### config.mk
export PLATFORM = sky130hd
export DESIGN_NAME = opnd_ser
export DESIGN_NICKNAME = d
export VERILOG_FILES = /design/src/rtl/opnd_ser_pkg.sv /design/src/rtl/opnd_ser.sv
export SDC_FILE = /design/constraint.sdc
export NUM_CORES = 1
export LEC_CHECK = 0
export ABC_AREA = 1
export CORE_UTILIZATION = 35
export DETAILED_ROUTE_END_ITERATION = 12
export SLEW_MARGIN = 20
export SYNTH_ARGS = -nofsm -noshare
export SYNTH_HDL_FRONTEND = slang
export SYNTH_SLANG_ARGS = --single-unit
export TNS_END_PERCENT = 10
### constraint.sdc
create_clock -name clk -period 1.5 [get_ports clk]
set_input_delay 0.3 -clock clk [delete_from_list [all_inputs] [get_ports clk]]
set_output_delay 0.3 -clock clk [all_outputs]
set_load 0.1 [all_outputs]
### src/rtl/opnd_ser_pkg.sv
// Shared definitions for the operand serializer: FSM state encoding and default width.
package opnd_ser_pkg;

  localparam int unsigned DefaultWidth = 8;

  typedef enum logic [1:0] {
    StIdle  = 2'd0,
    StShift = 2'd1,
    StFlush = 2'd2
  } state_e;

endpackage

### src/rtl/opnd_ser.sv
// Serializes an operand pair LSB first into a downstream bit-serial adder, then emits one
// carry-out flush slot with zero operands so the adder's carry is left cleared.
module opnd_ser
  import opnd_ser_pkg::*;
#(
  parameter int unsigned W = DefaultWidth
) (
  input  logic         clk,
  input  logic         rst_b,
  input  logic         start,
  input  logic [W-1:0] a,
  input  logic [W-1:0] b,
  output logic         ready,
  output logic         x,
  output logic         y,
  output logic         bit_valid,
  output logic         first,
  output logic         last,
  output logic         flush
);

  localparam int unsigned CntW = $clog2(W);
  localparam logic [CntW-1:0] CntLast = CntW'(W - 1);

  state_e          state_q, state_d;
  logic [W-1:0]    sha_q, sha_d;
  logic [W-1:0]    shb_q, shb_d;
  logic [CntW-1:0] cnt_q, cnt_d;

  always_ff @(posedge clk or negedge rst_b) begin
    if (!rst_b) begin
      state_q <= StIdle;
      sha_q   <= '0;
      shb_q   <= '0;
      cnt_q   <= '0;
    end else begin
      state_q <= state_d;
      sha_q   <= sha_d;
      shb_q   <= shb_d;
      cnt_q   <= cnt_d;
    end
  end

  // start is only looked at in idle; requests during a frame are dropped, not queued.
  always_comb begin
    state_d = state_q;
    sha_d   = sha_q;
    shb_d   = shb_q;
    cnt_d   = cnt_q;
    unique case (state_q)
      StIdle: begin
        if (start) begin
          sha_d   = a;
          shb_d   = b;
          cnt_d   = '0;
          state_d = StShift;
        end
      end
      StShift: begin
        sha_d = sha_q >> 1;
        shb_d = shb_q >> 1;
        if (cnt_q == CntLast) begin
          // Hold the counter on the last bit so it never wraps inside a frame.
          state_d = StFlush;
        end else begin
          cnt_d = cnt_q + CntW'(1);
        end
      end
      StFlush: begin
        state_d = StIdle;
      end
      default: begin
        state_d = StIdle;
      end
    endcase
  end

  // Outputs depend only on registered state, never on start/a/b directly.
  always_comb begin
    ready     = 1'b0;
    x         = 1'b0;
    y         = 1'b0;
    bit_valid = 1'b0;
    first     = 1'b0;
    last      = 1'b0;
    flush     = 1'b0;
    unique case (state_q)
      StIdle: begin
        ready = 1'b1;
      end
      StShift: begin
        x         = sha_q[0];
        y         = shb_q[0];
        bit_valid = 1'b1;
        first     = (cnt_q == '0);
        last      = (cnt_q == CntLast);
      end
      StFlush: begin
        flush = 1'b1;
      end
      default: begin
        ready = 1'b0;
      end
    endcase
  end

endmodule

==> metrics.md, run 1 <==
| Metric | Value |
|---|---|
| Startpoint Class | `flip-flop` |
| Distinct cell type count after synthesis | `14` |
| Setup violations, final | `7` |
| Maximum Capacitance Violations | `0` |
| Leakage power total | `0.000836 µW` |
| HPWL after DPL | `1780 µm` |
| Num rows | `20` |
| Antenna cells | `0` |
| Root Buffer | `clkbuf_4` |
| Initial antenna violation count | `0` |
| Met2 WL | `1140 µm` |
| Die Ht | `58.8 µm` |
| # DRC | `0` |
| I/O pin count | `26` |
| Crit end category | `output port` |
| Sequential share of the synthesized area | `46.6%` |
| Bufs on Longest Clock Path | `2` |
| Min cycle time layout | `1.64 ns` |
| Pwr dens | `2150 nW/µm²` |
| # port buffers | `25` |
| Slew @ Worst Pin | `0.276 ns` |
| Fin worst setup slack | `-0.144 ns` |
| Outcome | `complete, but fails checks` |
| Share of layout cells above drive strength 1 | `22.0%` |
| CTS tree | `yes` |
| Filler cell count | `298` |
| CTS Buf Count | `3` |
| Worst-Skew Late Latency | `0.31 ns` |
| Total negative slack | `-0.557 ns` |
| Vias in the first global route | `965` |
| Failing checks | `setup timing` |
| Die ar. | `3450 µm²` |
| CTS HTree Levels | `1` |
| Clk sinks | `21` |
| VDD IR max | `1.28 mV` |
| Fin crit share | `110%` |
| DR iter-0 viols | `20` |
| Cells after Synth | `152` |
| WL final | `2510 µm` |
| Dpl cell area | `1540 µm²` |
| GRT Overall Usage | `16.4%` |
| Final hold vios | `0` |
| Detail Route met3 WL | `102 µm` |
| WP data required | `1.20 ns` |
| Cell area after layout | `1620 µm²` |
| WL per Instance | `10.9 µm` |
| Vias per cell | `4.50` |
| Relative slew slack | `81.6%` |
| WL met1 | `1240 µm` |
| Global-route wire length before repair | `4320 µm` |
| Routed Antenna Nets | `0` |
| Area grow syn2layout | `44.1%` |
| Routability congestion estimate | `0.753` |
| Hold crit path type | `input pin to asynchronous set/reset pin` |
| Worst Path Arrival | `1.34 ns` |
| Syn_nets | `174` |
| Routed vias | `1035` |
| Core area | `3050 µm²` |
| #FFs+latches synth | `21` |
| Worst Skew | `0.0151 ns` |
| Cts hold-fix bufs | `0` |
| Post-Synthesis Cell Area | `1130 µm²` |
| Die X | `58.8 µm` |
| Congestion Overflow GR | `0` |
| Pre-antenna DRT Iters | `4` |
| Total power | `3490 µW` |
| Initial Util | `36.9%` |
| Syn avg cell area | `7.42 µm²` |
| CP Max Fanout | `3` |
| RSZ-0062 raised after global routing | `yes` |
| CTS clock-pin slew for the worst setup and hold paths | `0.13 ns` |
| Warnings, synthesis | `0` |
| Top routing layer in use | `met4` |
| Number of nets in the layout | `209` |
| Highest clock rate | `608 MHz` |
| Hold Slack | `0.333 ns` |
| Kind of critical path | `flip-flop to output port` |
| Slew Limit Fails | `0` |
| Largest net degree at the start of global routing | `22` |
## state kept, by name, summed over array words and instances, names as in the netlist
register / flops
sha_q: 8
shb_q: 8
cnt_q: 3
state_q: 2
## repair_timing
item / CTS / global route
setup endpoints to repair: 7 / 7
resized for setup: 9 / 0
pin swaps: 2 / 1
buffers inserted: 2 / 1
hold endpoints to repair: 0 / 0
## cells in the mapped netlist
master   count  area [µm²]
buf_4        1        7.51
buf_2        3        15.0
nand2_2      2        12.5
buf_6        3        33.8
o21ai_4      1        16.3
nand3_1     19        95.1
inv_2        3        11.3
nand4_1      3        18.8
dfrtp_1     21         526
nor2_1       6        22.5
nor2_2       2        12.5
nand2_1     80         300
inv_1        5        18.8
ha_1         3        37.5
## where the power goes
group | leakage (µW) | switching, µW | total [µW] | internal, µW
clock | 0.0000177 | 182 | 281 | 99.4
sequential | 0.000265 | 175 | 984 | 809
combinational | 0.000553 | 1370 | 2230 | 854
total | 0.000836 | 1730 | 3490 | 1760
## kinds of logic (layout without fill, tap and decap cells)
logic type / count (synthesis) / in the layout / share of synthesized area, %
buffers and inverters: 15 / 49 / 7.66
flip-flops: 21 / 21 / 46.6
AND/OR/NAND/NOR: 112 / 112 / 41.0
AO/OA/AOI/OAI: 1 / 1 / 1.44
adder cells (fa/ha/maj): 3 / 3 / 3.33
## through the flow
stage / setup WS [ns] / instances / utilization [%]
floorplan: -0.592 / 152 / -
global placement: 0.0919 / 223 / 50.5
detailed placement: 0.0760 / 223 / 50.5
CTS: -0.158 / 229 / 53.0
global route: -0.231 / 230 / 53.2
finish: -0.144 / 230 / 53.2
## critical path, stage by stage (launching register included)
cell and delay, ns:
dfrtp_1 0.40, ha_2 0.21, ha_4 0.14, inv_4 0.04, nor2_4 0.09, buf_12 0.18
## worst paths after layout
kind,startpoint,to,slack (ns),cells after the start
worst max-delay path,cnt_q[0],last,-0.14,5
worst min-delay path,rst_b,shb_q[0],0.33,2
worst max register to register,cnt_q[0],cnt_q[1],0.15,8
worst min register to register,shb_q[7],shb_q[7],0.49,2
max in group asynchronous,rst_b,state_q[0],0.92,2
min in group clk,shb_q[7],shb_q[7],0.49,2
## cell usage in the layout, fill, tap and decap left out, drive strengths merged
cell type | netlist | layout
dfrtp | 21 | 21
clkinv | 0 | 1
o21ai | 1 | 1
ha | 3 | 3
nand2 | 82 | 82
clkdlybuf4s50 | 0 | 18
nand4 | 3 | 3
nand3 | 19 | 19
buf | 7 | 19
inv | 8 | 8
nor2 | 8 | 8
clkbuf | 0 | 3
## layer usage
metal | track usage (%) | vias to the layer above
li1 | - | 538
met1 | 22.6 | 473
met2 | 26.3 | 22
met3 | 2.20 | 2
met4 | 6.12 | 0
met5 | 0 | -
## area by class of cell
cell class	instances	area, µm²	share of cell area (%)
Tap cell	44	55.1	3.39
Sequential cell	21	527	32.4
Inverter	8	35.0	2.16
Clock buffer	3	22.5	1.39
Timing Repair Buffer	37	414	25.5
Multi-Input combinational cell	116	566	34.8
Clock inverter	1	5.00	0.308
Power figures use the tool's default switching activity.
==> run 2: changes to the inputs <==
- RECOVER_POWER: default -> 50
==> run 2 against run 1 <==
Global-route usage is the same. Clock power is essentially flat. The flow still finishes with violations (setup timing). Combinational power about the same. Critical endpoint unchanged. Die area is the same. Register-to-register slack is essentially flat. Largest power group unchanged. First-iteration DRC count unchanged. Largest cell class unchanged. Highest routed layer unchanged. Critical path type unchanged. Sequential power is essentially flat. Setup slack got worse by 0.0011 ns. Clock skew about the same. Non-clock buffer count did not move. Final area down 0.15%. Fmax about the same.
==> metrics.md, run 2 (synthesis gave the netlist of run 1 again) <==
| Metric | Value |
|---|---|
| Worst setup startpoint | `cnt_q[0]` |
| Root Buffer | `clkbuf_4` |
| VDD IR max | `1.28 mV` |
| Regs by FF count | `sha_q: 8 flops, shb_q: 8 flops, cnt_q: 3 flops` |
| Vias per cell | `4.50` |
| Worst Skew | `0.0149 ns` |
| I/O pin count | `26` |
| WP data required | `1.20 ns` |
| CTS tree | `yes` |
| Worst path bufs/invs | `2` |
| Number of nets in the layout | `209` |
| Filler cell count | `297` |
| GRT Overall Usage | `16.4%` |
| Clk sinks | `21` |
| Final hold vios | `0` |
| Core area | `3050 µm²` |
| Slew Limit Fails | `0` |
| Global-route wire length before repair | `4320 µm` |
| Die Ht | `58.8 µm` |
| CP Max Fanout | `3` |
| Switching share of power | `49.5%` |
| Pre-antenna DRT Iters | `4` |
| Most frequent cells in the layout | `nand2_1, dfrtp_1, nand3_1, clkdlybuf4s50_1, buf_4` |
| Highest-delay cell along the critical path | `dfrtp_1` |
| DR iter-0 viols | `20` |
| Min cycle time layout | `1.64 ns` |
| Worst path top cell family by delay | `flip-flops` |
| Die ar. | `3450 µm²` |
| Die X | `58.8 µm` |
| Hold crit path type | `input pin to asynchronous set/reset pin` |
| Ordered list of cells on the worst path | `ha_2 -> ha_4 -> inv_4 -> nor2_4 -> buf_12` |
| Initial antenna violation count | `0` |
| Utilization after layout | `53.1%` |
| Sw Pwr | `1730 µW` |
| Worst-Skew Late Latency | `0.31 ns` |
| Startpoint Class | `flip-flop` |
| Total negative slack | `-0.560 ns` |
| Most common cell after layout, fill and taps aside | `nand2_1` |
| CTS HTree Levels | `1` |
| Share of layout cells above drive strength 1 | `22.0%` |
| Sequential share of power | `28.2%` |
| P_int | `1760 µW` |
| FF/Latch Area | `527 µm²` |
| Maximum Capacitance Violations | `0` |
| Highest clock rate | `608 MHz` |
| WL per Instance | `10.9 µm` |
| Crit end category | `output port` |
| Reg2reg start | `cnt_q[0]` |
| RSZ-0062 raised after global routing | `yes` |
| Slew @ Worst Pin | `0.531 ns` |
| Routed vias | `1036` |
| Bufs on Longest Clock Path | `2` |
| Pwr dens | `2150 nW/µm²` |
| Setup violations, final | `7` |
| Multi-input logic area | `566 µm²` |
| Area grow syn2layout | `43.8%` |
| Initial Util | `36.9%` |
| Slowest Stage Delay on Critical Path | `0.40 ns` |
| # port buffers | `25` |
| # DRC | `0` |
| Clock share of power | `8.1%` |
| CTS Buf Count | `3` |
| Antenna cells | `0` |
| Congestion Overflow GR | `0` |
| WL final | `2500 µm` |
| Vias in the first global route | `965` |
| Leakage power total | `0.000835 µW` |
| Gate power share | `63.7%` |
| Routability congestion estimate | `0.753` |
| Kind of critical path | `flip-flop to output port` |
| Fin worst setup slack | `-0.145 ns` |
| CTS clock-pin slew for the worst setup and hold paths | `0.13 ns` |
| HPWL after DPL | `1780 µm` |
| Outcome | `complete, but fails checks` |
| Num rows | `20` |
| Routed Antenna Nets | `0` |
| Failing checks | `setup timing` |
| Largest net degree at the start of global routing | `22` |
| Relative slew slack | `64.6%` |
| Worst Path Arrival | `1.34 ns` |
| Cts hold-fix bufs | `0` |
| Fin crit share | `110%` |
run 2: cell types whose count changed in the layout (fill, tap and decap cells not counted):
cell / change
clkdlybuf4s50_1: -1
clkbuf_2: +1
buf_4: -1
dlygate4sd3_1: +1
run 2: cell type report:
class | count | area share (%)
tap | 44 | 3.40
multi-input combinational | 116 | 34.9
sequential | 21 | 32.5
clock inverter | 1 | 0.309
clock buffer | 3 | 1.39
timing repair buffer | 37 | 25.4
inverter | 8 | 2.16
run 2: power by group through the flow:
| stage | Sequential, µW | Combinational, µW | Clock, µW |
|---|---|---|---|
| after floorplan | 942 | 1540 | 0 |
| final | 984 | 2220 | 282 |
| after global routing | 1010 | 2440 | 314 |
| after CTS | 984 | 2240 | 288 |
| after detailed placement | 984 | 2150 | 0 |
| after global placement | 970 | 2130 | 0 |
run 2: metal layers:
metal	GRT usage, %	share of wire [%]	vias up
met5	0	0	-
met4	6.12	0.72	0
met3	2.20	4.1	2
met2	26.3	46	22
met1	22.6	50	474
li1	-	-	538
run 2: per-stage QoR:
step           setup slack [ns]  power (µW)  std cells  hold slack [ns]  cell area [µm²]
2_1_floorplan            -0.592        2480        152          0.00441             1150
3_3_place_gp             0.0919        3100        223            0.460             1540
3_5_place_dp             0.0760        3140        223            0.465             1540
4_1_cts                  -0.158        3510        229            0.333             1620
6_report                 -0.145        3490        230            0.492             1620
5_1_grt                  -0.231        3770        230            0.513             1620
run 2: worst paths after layout:
path / end / slack (ns) / depth (start not counted)
max: last / -0.14 / 5
min: shb_q[0] / 0.49 / 2
max reg2reg: cnt_q[1] / 0.15 / 8
min reg2reg: shb_q[7] / 0.49 / 2
max in group asynchronous: state_q[0] / 0.61 / 2
min in group clk: shb_q[7] / 0.49 / 2
run 2: what timing repair did:
item / 4_1_cts / 5_1_grt
pin swaps: 2 / 1
setup endpoints to repair: 7 / 7
resized for setup: 9 / 0
setup buffers: 2 / 1
run 2: worst register-to-register path, cell delays in order (launching register included):
cell	delay (ns)
dfrtp_1	0.42
ha_2	0.21
ha_4	0.16
inv_4	0.06
buf_4	0.09
buf_4	0.12
nand2_2	0.07
nand3_1	0.07
nand2_1	0.05
==> run 3: changes to the inputs <==
- CTS_CLUSTER_SIZE: default -> 25
==> results of run 3 <==
No change in the layout: final DEF, timing and power equal those of run 2.
